## config.mk

```make
export PLATFORM = sky130hd
export DESIGN_NAME = edge_raster_engine
export DESIGN_NICKNAME = d
export VERILOG_FILES = /design/src/rtl/edge_raster_engine.sv
export SDC_FILE = /design/constraint.sdc
export NUM_CORES = 1
export LEC_CHECK = 0
export BUFFER_PORTS_ARGS = -buffer_cell sky130_fd_sc_hd__buf_2
export CORE_ASPECT_RATIO = 2
export CORE_MARGIN = 2
export CORE_UTILIZATION = 56
export DETAILED_ROUTE_END_ITERATION = 7
export GPL_TIMING_DRIVEN = 0
export PLACE_DENSITY_LB_ADDON = 0.15
export SLEW_MARGIN = 40
export SYNTH_ARGS = -nofsm -noshare
export SYNTH_HDL_FRONTEND = slang
export SYNTH_SLANG_ARGS = --single-unit
```

## constraint.sdc

```tcl
create_clock -name clk -period 7 [get_ports clk]
set_input_delay 1.75 -clock clk [delete_from_list [all_inputs] [get_ports clk]]
set_output_delay 1.75 -clock clk [all_outputs]
set_load 0.005 [all_outputs]
```

## src/rtl/edge_raster_engine.sv

```systemverilog
// Queued wireframe triangle rasterizer: walks v0->v1->v2->v0 with Bresenham, one pixel per cycle.
// Define RASTER_CLIP_EN to suppress pixels outside the SCREEN_W x SCREEN_H window.
module edge_raster_engine #(
    parameter int COORD_W    = 10,
    parameter int COLOR_W    = 24,
    parameter int FIFO_DEPTH = 4,
    parameter int SCREEN_W   = 640,
    parameter int SCREEN_H   = 480
) (
    input  logic                 clk,
    input  logic                 rst,
    input  logic                 tri_valid,
    output logic                 tri_ready,
    input  logic [6*COORD_W-1:0] tri_xy,
    input  logic [COLOR_W-1:0]   tri_color,
    output logic                 pix_valid,
    input  logic                 pix_ready,
    output logic [COORD_W-1:0]   pix_x,
    output logic [COORD_W-1:0]   pix_y,
    output logic [COLOR_W-1:0]   pix_color,
    output logic                 tri_done,
    output logic                 busy
);
    localparam int W  = COORD_W + 2;
    localparam int AW = $clog2(FIFO_DEPTH);
    localparam int TW = 6 * COORD_W + COLOR_W;

    localparam logic [AW:0]           PtrOne = 1;
    localparam logic signed [W-1:0]   One    = 1;
    localparam logic signed [W-1:0]   NegOne = -1;

    typedef enum logic [2:0] {StIdle, StLoad, StSetup, StStep, StDone} state_t;

    // Empty guard block keeps the clip window parameters referenced in every build.
    if (FIFO_DEPTH < 2 || SCREEN_W < 1 || SCREEN_H < 1) begin : g_param_guard
    end

    logic [TW-1:0] fifo_mem [FIFO_DEPTH];
    logic [AW:0]   wr_ptr_q, rd_ptr_q;
    logic          full, empty, push, pop;
    logic [TW-1:0] head;

    state_t state_q, state_d;
    logic [1:0] edge_q, edge_d;
    logic [6*COORD_W-1:0] xy_q;
    logic [COLOR_W-1:0]   color_q;
    logic signed [W-1:0]  cur_x_q, cur_y_q, dx_q, dy_q, err_q, sx_q, sy_q;
    logic [COORD_W-1:0]   last_x_q, last_y_q;
    logic [COLOR_W-1:0]   last_color_q;

    logic [1:0]          q_idx;
    logic                last_edge, degenerate, visible, advance, edge_end, step_x, step_y;
    logic signed [W-1:0] px, py, qx, qy, diff_x, diff_y, adx, ady;
    logic signed [W-1:0] nx, ny, err_next;
    logic signed [W:0]   e2, dx_ext, dy_ext;

    function automatic logic signed [W-1:0] coord(input logic [6*COORD_W-1:0] xy,
                                                  input logic [1:0] v, input logic is_y);
        logic [COORD_W-1:0] c;
        c = xy[(2 * int'(v) + int'(is_y)) * COORD_W +: COORD_W];
        return {{2{c[COORD_W-1]}}, c};
    endfunction

    assign full      = (wr_ptr_q[AW] != rd_ptr_q[AW]) &&
                       (wr_ptr_q[AW-1:0] == rd_ptr_q[AW-1:0]);
    assign empty     = wr_ptr_q == rd_ptr_q;
    assign push      = tri_valid && !full;
    assign pop       = (state_q == StIdle) && !empty;
    assign tri_ready = !full;
    assign head      = fifo_mem[rd_ptr_q[AW-1:0]];

    always_ff @(posedge clk) begin
        if (push) fifo_mem[wr_ptr_q[AW-1:0]] <= {tri_color, tri_xy};
    end

    always_ff @(posedge clk or posedge rst) begin
        if (rst) begin
            wr_ptr_q <= '0;
            rd_ptr_q <= '0;
        end else begin
            if (push) wr_ptr_q <= wr_ptr_q + PtrOne;
            if (pop)  rd_ptr_q <= rd_ptr_q + PtrOne;
        end
    end

    always_comb begin
        q_idx      = (edge_q == 2'd2) ? 2'd0 : edge_q + 2'd1;
        last_edge  = edge_q == 2'd2;
        px         = coord(xy_q, edge_q, 1'b0);
        py         = coord(xy_q, edge_q, 1'b1);
        qx         = coord(xy_q, q_idx, 1'b0);
        qy         = coord(xy_q, q_idx, 1'b1);
        diff_x     = qx - px;
        diff_y     = qy - py;
        adx        = diff_x[W-1] ? -diff_x : diff_x;
        ady        = diff_y[W-1] ? -diff_y : diff_y;
        degenerate = (px == qx) && (py == qy);
    end

    always_comb begin
        e2       = {err_q, 1'b0};
        dx_ext   = {dx_q[W-1], dx_q};
        dy_ext   = {dy_q[W-1], dy_q};
        step_x   = e2 >= dy_ext;
        step_y   = e2 <= dx_ext;
        err_next = err_q + (step_x ? dy_q : '0) + (step_y ? dx_q : '0);
        nx       = cur_x_q + (step_x ? sx_q : '0);
        ny       = cur_y_q + (step_y ? sy_q : '0);
        edge_end = (nx == qx) && (ny == qy);
    end

`ifdef RASTER_CLIP_EN
    localparam logic signed [W-1:0] ScrW = W'(SCREEN_W);
    localparam logic signed [W-1:0] ScrH = W'(SCREEN_H);
    assign visible = !cur_x_q[W-1] && !cur_y_q[W-1] && (cur_x_q < ScrW) && (cur_y_q < ScrH);
`else
    assign visible = 1'b1;
`endif

    // Off-screen pixels advance without waiting for the downstream handshake.
    assign advance   = (state_q == StStep) && (pix_ready || !visible);
    assign pix_valid = (state_q == StStep) && visible;
    assign tri_done  = state_q == StDone;
    assign busy      = !empty || (state_q != StIdle);
    assign pix_x     = pix_valid ? cur_x_q[COORD_W-1:0] : last_x_q;
    assign pix_y     = pix_valid ? cur_y_q[COORD_W-1:0] : last_y_q;
    assign pix_color = pix_valid ? color_q : last_color_q;

    always_comb begin
        state_d = state_q;
        edge_d  = edge_q;
        case (state_q)
            StIdle: begin
                if (!empty) begin
                    state_d = StLoad;
                    edge_d  = 2'd0;
                end
            end
            StLoad: state_d = StSetup;
            StSetup: begin
                if (!degenerate)    state_d = StStep;
                else if (last_edge) state_d = StDone;
                else                edge_d  = edge_q + 2'd1;
            end
            StStep: begin
                if (advance && edge_end) begin
                    if (last_edge) begin
                        state_d = StDone;
                    end else begin
                        state_d = StSetup;
                        edge_d  = edge_q + 2'd1;
                    end
                end
            end
            StDone:  state_d = StIdle;
            default: state_d = StIdle;
        endcase
    end

    always_ff @(posedge clk or posedge rst) begin
        if (rst) begin
            state_q      <= StIdle;
            edge_q       <= '0;
            xy_q         <= '0;
            color_q      <= '0;
            cur_x_q      <= '0;
            cur_y_q      <= '0;
            dx_q         <= '0;
            dy_q         <= '0;
            err_q        <= '0;
            sx_q         <= '0;
            sy_q         <= '0;
            last_x_q     <= '0;
            last_y_q     <= '0;
            last_color_q <= '0;
        end else begin
            state_q <= state_d;
            edge_q  <= edge_d;
            if (pop) begin
                xy_q    <= head[6*COORD_W-1:0];
                color_q <= head[TW-1 -: COLOR_W];
            end
            if (state_q == StSetup) begin
                cur_x_q <= px;
                cur_y_q <= py;
                dx_q    <= adx;
                dy_q    <= -ady;
                err_q   <= adx - ady;
                sx_q    <= (qx > px) ? One : NegOne;
                sy_q    <= (qy > py) ? One : NegOne;
            end else if (advance) begin
                cur_x_q <= nx;
                cur_y_q <= ny;
                err_q   <= err_next;
            end
            if (pix_valid) begin
                last_x_q     <= cur_x_q[COORD_W-1:0];
                last_y_q     <= cur_y_q[COORD_W-1:0];
                last_color_q <= color_q;
            end
        end
    end

endmodule

```

==> reports/qor.yml, run 1 <==
detailed_routing:
  wl_mm: 66.32
  drcViolationCount: 0
  antenna_left: 0
  dr.pass1.iters: 5
  wl_per_cell_um: 25.91
  initialDrtViolationCount: 929
  via_count: 15700
  via_per_inst: 6.131
job:
  max_cap_viol_count: 0
cells_and_area:
  drive_above_1_share_pct: 24.40
  area_growth_pct: 13.40
  nNetsFinal: 2165
  n_fill_cell: 3288
  seq_area_um2: 15150
  multi_input_area_um2: 9858
  final_area_um2: 28870
critical_path:
  cp.arrival_ns: 7.00
  critPathSlowestCell: "dfrtp_2"
  critPathLaunchType: "flip-flop"
  criticalPathCategory: "reg2reg"
  critPathMaxStageDelay_ns: 0.50
  ff2ff_path_depth: 27
  critical_path_required_ns: 7.47
  timing.rr.start: "edge_q[1]$_DFFE_PP0P_"
  path_buf_inv: 6
  critPathTopFamily: "compound AO/OA/AOI/OAI gates"
  reg2reg_slack_ns: 0.47
  r2r_end: "err_q[11]$_DFFE_PP0P_"
  endpoint_kind: "flip-flop"
  critPathMaxFanout: 10
yosys:
  ys_seq_area_share_pct: 59.48
  syn_nets: 1962
  synth_top_flop_cell: "edfxtp_1"
  syn_area_um2: 25460
  netlist-cell-type-count: 79
  syn_inst: 1757
  ys_seq_elements: 538
  ys_warn_count: 0
  async_flop_share_pct: 37.55
  syn_avg_cell_area_um2: 14.49
  synth_edf_count: 336
sta:
  fin_crit_ns: 6.534
  timing.fmax_mhz: 153.0
  hold_viol: 0
  final-setup-viol-count: 0
  slew_headroom_pct: 41.14
  tightest_slew_ns: 0.8828
  fin_ws_ns: 0.4658
  fin_setup_tns_ns: 0
  finalClockSkew_ns: 0.01800
  slew_viol_final: 0
  final.period_utilization_pct: 93.35
floorplanning:
  io_pins: 136
  chipWidth_um: 154.8
  initial_core_util_pct: 56.57
  die_area_um2: 47290
  dieHeight_um: 305.6
  rows: 110
  coreArea_um2: 45010
global_route:
  grt_pass1_wl_mm: 100.8
  use_met2_pct: 54.66
  use_met3_pct: 3.672
  track_usage_pct: 28.87
  grt_start_max_net_pins: 35
  grt_busiest_layer: "met2"
  gr-total-overflow: 0
  grt_pass1_vias: 17220
  gr-usage-met1_pct: 27.01
  antenna_found_initial: 4
placed_design:
  place_ws_ns: -1.073
  dp_hpwl_mm: 50.90
  portBuffers: 135
  place_congestion: 0.9697
  placed_area_um2: 27310
clock_network:
  cts_buffers: 46
  tritoncts: "built"
  cts_root_buffer: "clkbuf_16"
  path_clk_slew_ns: 0.07
  hold_buffers: 0
  clock_latency_ns: 0.57
  htree_levels: 2
  clock_sinks: 538
  cts_buffer_depth: 3
min_path:
  hp-class: "reg2reg"
  min_from: "last_color_q[1]$_DFF_PP0_"
  hold_path_end: "last_color_q[1]$_DFF_PP0_"
  hold_depth: 1
run_status:
  status: "finished, final reports clean"
-- worst max-delay path by stage --
stage                     startpoint               endpoint  slack (ns)  depth (start not counted)
4_1_cts        edge_q[1]$_DFFE_PP0P_  err_q[11]$_DFFE_PP0P_        0.04                         27
5_1_grt        edge_q[1]$_DFFE_PP0P_  err_q[10]$_DFFE_PP0P_      -0.008                         29
2_1_floorplan  edge_q[1]$_DFFE_PP0P_  err_q[11]$_DFFE_PP0P_        0.82                         31
6_report       edge_q[1]$_DFFE_PP0P_  err_q[11]$_DFFE_PP0P_        0.47                         27
3_5_place_dp   edge_q[1]$_DFFE_PP0P_  err_q[11]$_DFFE_PP0P_       -1.07                         26
3_3_place_gp   edge_q[1]$_DFFE_PP0P_  err_q[11]$_DFFE_PP0P_       -0.90                         26
-- worst reg2reg max path: stages, from the launching register on --
cell	delay (ns)
dfrtp_2	0.50
clkbuf_4	0.27
inv_1	0.13
ha_1	0.21
buf_4	0.25
buf_2	0.36
mux2i_1	0.12
o21ai_0	0.31
ha_1	0.30
clkbuf_1	0.22
o21ai_2	0.18
a21oi_1	0.14
o311a_2	0.47
nor2_4	0.25
nand2_1	0.11
o21ai_2	0.17
inv_1	0.14
ha_1	0.30
nor2b_1	0.12
o21ai_0	0.28
a21oi_1	0.14
o21ai_0	0.28
a21oi_1	0.14
o21ai_1	0.22
a21boi_1	0.19
o211ai_1	0.27
a31oi_1	0.12
o32ai_1	0.23
-- registers in the layout, summed over array words and instances (netlist names), 10 cells and up --
register,flops
cur_x_q,12
dy_q,12
xy_q,60
dx_q,12
last_y_q,10
color_q,24
last_color_q,24
cur_y_q,12
last_x_q,10
err_q,12
fifo_mem,336
-- cell families (layout without fill, tap and decap cells) --
kind of cell,after synthesis,in the layout,share of synthesized area (%)
AND/OR/NAND/NOR,323,323,6.378
other,0,4,0
buffers and inverters,143,382,2.138
AO/OA/AOI/OAI,290,290,7.671
XOR/XNOR,88,88,3.170
flip-flops,538,538,59.48
multiplexers,258,258,14.91
adder cells (fa/ha/maj),117,117,6.251
-- cells in the mapped netlist, types with 4 or more instances --
cell | number | area share [%]
nand4_1 | 16 | 0.39
nand2_1 | 87 | 1.3
o21bai_1 | 5 | 0.15
or4_1 | 4 | 0.12
mux2i_1 | 43 | 1.7
o221ai_1 | 5 | 0.17
a22oi_1 | 4 | 0.12
and2_1 | 28 | 0.69
nor2_1 | 74 | 1.1
nand2b_1 | 10 | 0.25
a31oi_1 | 8 | 0.20
a2111oi_0 | 5 | 0.17
o31ai_1 | 6 | 0.18
inv_1 | 73 | 1.1
o211ai_1 | 6 | 0.18
xnor2_1 | 51 | 1.8
a211oi_1 | 9 | 0.27
mux4_2 | 84 | 7.4
nor3_1 | 17 | 0.33
o21a_1 | 5 | 0.15
or3_1 | 7 | 0.17
o21ai_0 | 84 | 1.7
a21boi_0 | 10 | 0.29
a221o_1 | 17 | 0.67
nand3_1 | 24 | 0.47
mux2_2 | 131 | 5.8
ha_1 | 100 | 4.9
fa_1 | 17 | 1.3
dfrtp_1 | 202 | 20
nor2b_1 | 19 | 0.47
nor4_1 | 4 | 0.098
a21o_1 | 15 | 0.44
clkbuf_1 | 56 | 0.83
xor2_1 | 34 | 1.2
a21oi_1 | 64 | 1.3
o21ai_1 | 6 | 0.12
edfxtp_1 | 336 | 40
buf_1 | 10 | 0.15
nor3b_1 | 6 | 0.18
o2bb2ai_1 | 7 | 0.24
and3_1 | 12 | 0.29
-- per-layer routing --
| metal | part of all wire [%] | wire, µm |
|---|---|---|
| met1 | 31 | 20760 |
| met2 | 55 | 36690 |
| met3 | 3.6 | 2380 |
| met4 | 9.8 | 6482 |
| met5 | 0.020 | 13 |
-- cells in the final DEF, fill, tap and decap left out, types with 19 or more instances in the layout --
master,synthesis,routed
edfxtp_1,336,336
mux4_2,84,84
a21oi_1,64,64
o21ai_0,84,78
clkbuf_1,56,62
nand3_1,24,24
inv_1,73,72
buf_2,3,143
nand2_1,87,86
dfrtp_1,202,201
xnor2_1,51,51
and2_1,28,28
nor2_1,74,72
mux2_2,131,131
ha_1,100,100
clkbuf_16,0,46
nor2b_1,19,19
xor2_1,34,33
mux2i_1,43,43
-- timing repair --
item / 4_1_cts / 5_1_grt
setup buffers: 0 / 3
setup endpoints to repair: 7 / 5
pin swaps: 0 / 1
resized for setup: 9 / 12
-- final cells by class --
class                      instances  share of cell area [%]
buffer                            69                  0.9967
inverter                          73                  0.9620
tap                              560                   2.427
timing repair buffer             156                   3.822
clock buffer                      66                   4.351
sequential                       538                   52.46
clock inverter                    18                  0.8060
antenna                            4                 0.03467
multi-input combinational       1076                   34.14
-- stage by stage --
step                util [%]  cells  hold WS [ns]
floorplan                  -   1757        0.4402
finish                 64.15   2560        0.4917
detailed placement     60.68   2470        0.4789
global route           64.15   2559        0.5119
global placement       59.64   2452        0.4734
CTS                    64.02   2553        0.4941
Power of run 1 is not shown: default switching activity piles up to over one toggle a cycle in this logic, so the estimate is an artifact.
==> inputs of run 2 (changes only) <==
- CORE_UTILIZATION: 56 -> 62
- clock period: 7 -> 6.5 ns (I/O delays scaled with it)
==> run 2 against run 1 <==
Against the previous run: non-clock buffer count fell by 1; critical endpoint unchanged; highest routed layer is now met4; critical path depth up 1; setup slack worse by 0.13 ns; maximum frequency up 6.1%.
==> reports/qor.yml, run 2 (synthesized netlist as in run 1, its figures left out) <==
run_status:
  status: "finished, final reports clean"  # unchanged
critical_path:
  cp_common_cell: "o21ai_1"
  critPathTopFamily: "compound AO/OA/AOI/OAI gates"  # unchanged
  path_buf_inv: 6  # unchanged
  critical_path_required_ns: 6.94  # was 7.47 ns
  reg2reg_slack_ns: 0.34  # was 0.47 ns
  r2r_end: "err_q[11]$_DFFE_PP0P_"  # unchanged
  ff2ff_path_depth: 28  # was 27
  critPathLaunchType: "flip-flop"  # unchanged
  criticalPathCategory: "reg2reg"  # unchanged
  timing.rr.start: "edge_q[1]$_DFFE_PP0P_"  # unchanged
  critPathMaxStageDelay_ns: 0.51  # was 0.50 ns
  endpoint_kind: "flip-flop"  # unchanged
  critPathMaxFanout: 10  # unchanged
  critPathSlowestCell: "dfrtp_2"  # unchanged
  cp.arrival_ns: 6.60  # was 7.00 ns
detailed_routing:
  via_per_inst: 6.180  # was 6.131
  drcViolationCount: 0  # unchanged
  dr.pass1.iters: 5  # unchanged
  via_count: 15660  # was 15700
  wl_per_cell_um: 23.72  # was 25.91 µm
  initialDrtViolationCount: 1077  # was 929
  antenna_left: 0  # unchanged
  wl_mm: 60.09  # was 66.32 mm
clock_network:
  cts_root_buffer: "clkbuf_16"  # unchanged
  cts_buffers: 46  # unchanged
  htree_levels: 2  # unchanged
  tritoncts: "built"  # unchanged
  clock_sinks: 538  # unchanged
  path_clk_slew_ns: 0.07  # about the same
  cts_buffer_depth: 3  # unchanged
  clock_latency_ns: 0.58  # was 0.57 ns
  hold_buffers: 0  # unchanged
sta:
  final.period_utilization_pct: 94.77  # was 93.35%
  rsz0062_at_grt: "no"
  hold_viol: 0  # unchanged
  slew_headroom_pct: 41.45  # was 41.14%
  finalClockSkew_ns: 0.04656  # was 0.01800 ns
  fin_crit_ns: 6.160  # was 6.534 ns
  slew_viol_final: 0  # unchanged
  tightest_slew_ns: 0.8702  # was 0.8828 ns
  timing.fmax_mhz: 162.3  # was 153.0 MHz
  final-setup-viol-count: 0  # unchanged
cells_and_area:
  n_fill_cell: 2744  # was 3288
  final_area_um2: 28840  # was 28870 µm²
  drive_above_1_share_pct: 24.54  # was 24.40%
  largest_reg_flops: 336  # unchanged
  area_growth_pct: 13.26  # was 13.40%
  final_common_cell: "edfxtp_1"  # unchanged
  nNetsFinal: 2164  # was 2165
  final_cell_mix: "edfxtp_1 (336), dfrtp_1 (201), buf_2 (141), mux2_2 (131), ha_1 (100)"  # was edfxtp_1 (336), dfrtp_1 (201), buf_2 (143), mux2_2 (131), ha_1 (100)
global_route:
  antenna_found_initial: 2  # was 4
  grt_start_max_net_pins: 35  # unchanged
  grt_pass1_wl_mm: 92.88  # was 100.8 mm
  gr-total-overflow: 0  # unchanged
  track_usage_pct: 28.71  # was 28.87%
  grt_pass1_vias: 15950  # was 17220
min_path:
  hold_depth: 1  # unchanged
  min_from: "last_x_q[4]$_DFF_PP0_"  # was last_color_q[1]$_DFF_PP0_
  hold_path_end: "last_x_q[4]$_DFF_PP0_"  # was last_color_q[1]$_DFF_PP0_
  hp-class: "reg2reg"  # unchanged
placed_design:
  dp_hpwl_mm: 42.76  # was 50.90 mm
  place_congestion: 0.9389  # was 0.9697
  portBuffers: 135  # unchanged
  placed_area_um2: 27250  # was 27310 µm²
job:
  max_cap_viol_count: 0  # unchanged
floorplanning:
  io_pins: 136  # unchanged
  initial_core_util_pct: 62.52  # was 56.57%
  coreArea_um2: 40730  # was 45010 µm²
  die_area_um2: 42800  # was 47290 µm²
  dieHeight_um: 290.6  # was 305.6 µm
  rows: 105  # was 110
  chipWidth_um: 147.3  # was 154.8 µm
==> run 2: cell types whose count changed in the layout (fill, tap and decap cells not counted), moves of 3 or more <==
cell / change
a21oi_1: -3
a21oi_2: +3
clkbuf_1: -7
clkinv_2: +6
o21ai_1: +4
==> run 2: routing by layer <==
layer | part of all wire [%] | GRT usage (%)
met1 | 39 | 37.67
met2 | 51 | 48.85
met3 | 5.8 | 3.328
met4 | 4.6 | 12.17
met5 | 0 | 0
==> run 2: what timing repair did <==
item	CTS	global route
resized for setup	7	22
pin swaps	1	1
setup buffers	2	0
setup endpoints to repair	7	5
==> run 2: worst max-delay path by stage <==
stage | cells past startpoint | endpoint | startpoint | slack (ns)
3_3_place_gp | 29 | err_q[10]$_DFFE_PP0P_ | edge_q[1]$_DFFE_PP0P_ | -0.89
2_1_floorplan | 31 | err_q[11]$_DFFE_PP0P_ | edge_q[1]$_DFFE_PP0P_ | 0.32
6_report | 28 | err_q[11]$_DFFE_PP0P_ | edge_q[1]$_DFFE_PP0P_ | 0.34
5_1_grt | 29 | err_q[11]$_DFFE_PP0P_ | edge_q[1]$_DFFE_PP0P_ | 0.02
4_1_cts | 27 | err_q[11]$_DFFE_PP0P_ | edge_q[1]$_DFFE_PP0P_ | 0.01
3_5_place_dp | 31 | err_q[11]$_DFFE_PP0P_ | edge_q[1]$_DFFE_PP0P_ | -0.75
==> run 2: layout make-up <==
cell class	count	area, µm²	area share, %
multi-input combinational	1076	9852	34.16
timing repair buffer	155	1081	3.749
antenna	2	5.005	0.01735
buffer	69	292.8	1.015
clock inverter	27	275.3	0.9545
tap	535	669.4	2.321
inverter	73	277.8	0.9632
sequential	538	15150	52.52
clock buffer	59	1240	4.300
==> run 2: metrics by stage <==
step | cells | setup TNS (ns) | util, % | setup WS (ns) | hold slack [ns]
after CTS | 2532 | 0 | 70.71 | 0.01467 | 0.4944
after floorplan | 1757 | 0 | - | 0.3170 | 0.4402
after detailed placement | 2445 | -3.343 | 66.91 | -0.7510 | 0.4784
final | 2534 | 0 | 70.81 | 0.3397 | 0.4928
after global routing | 2534 | 0 | 70.81 | 0.02141 | 0.5015
after global placement | 2427 | -4.910 | 65.83 | -0.8888 | 0.4733
Power of run 2 is left out for the same reason.
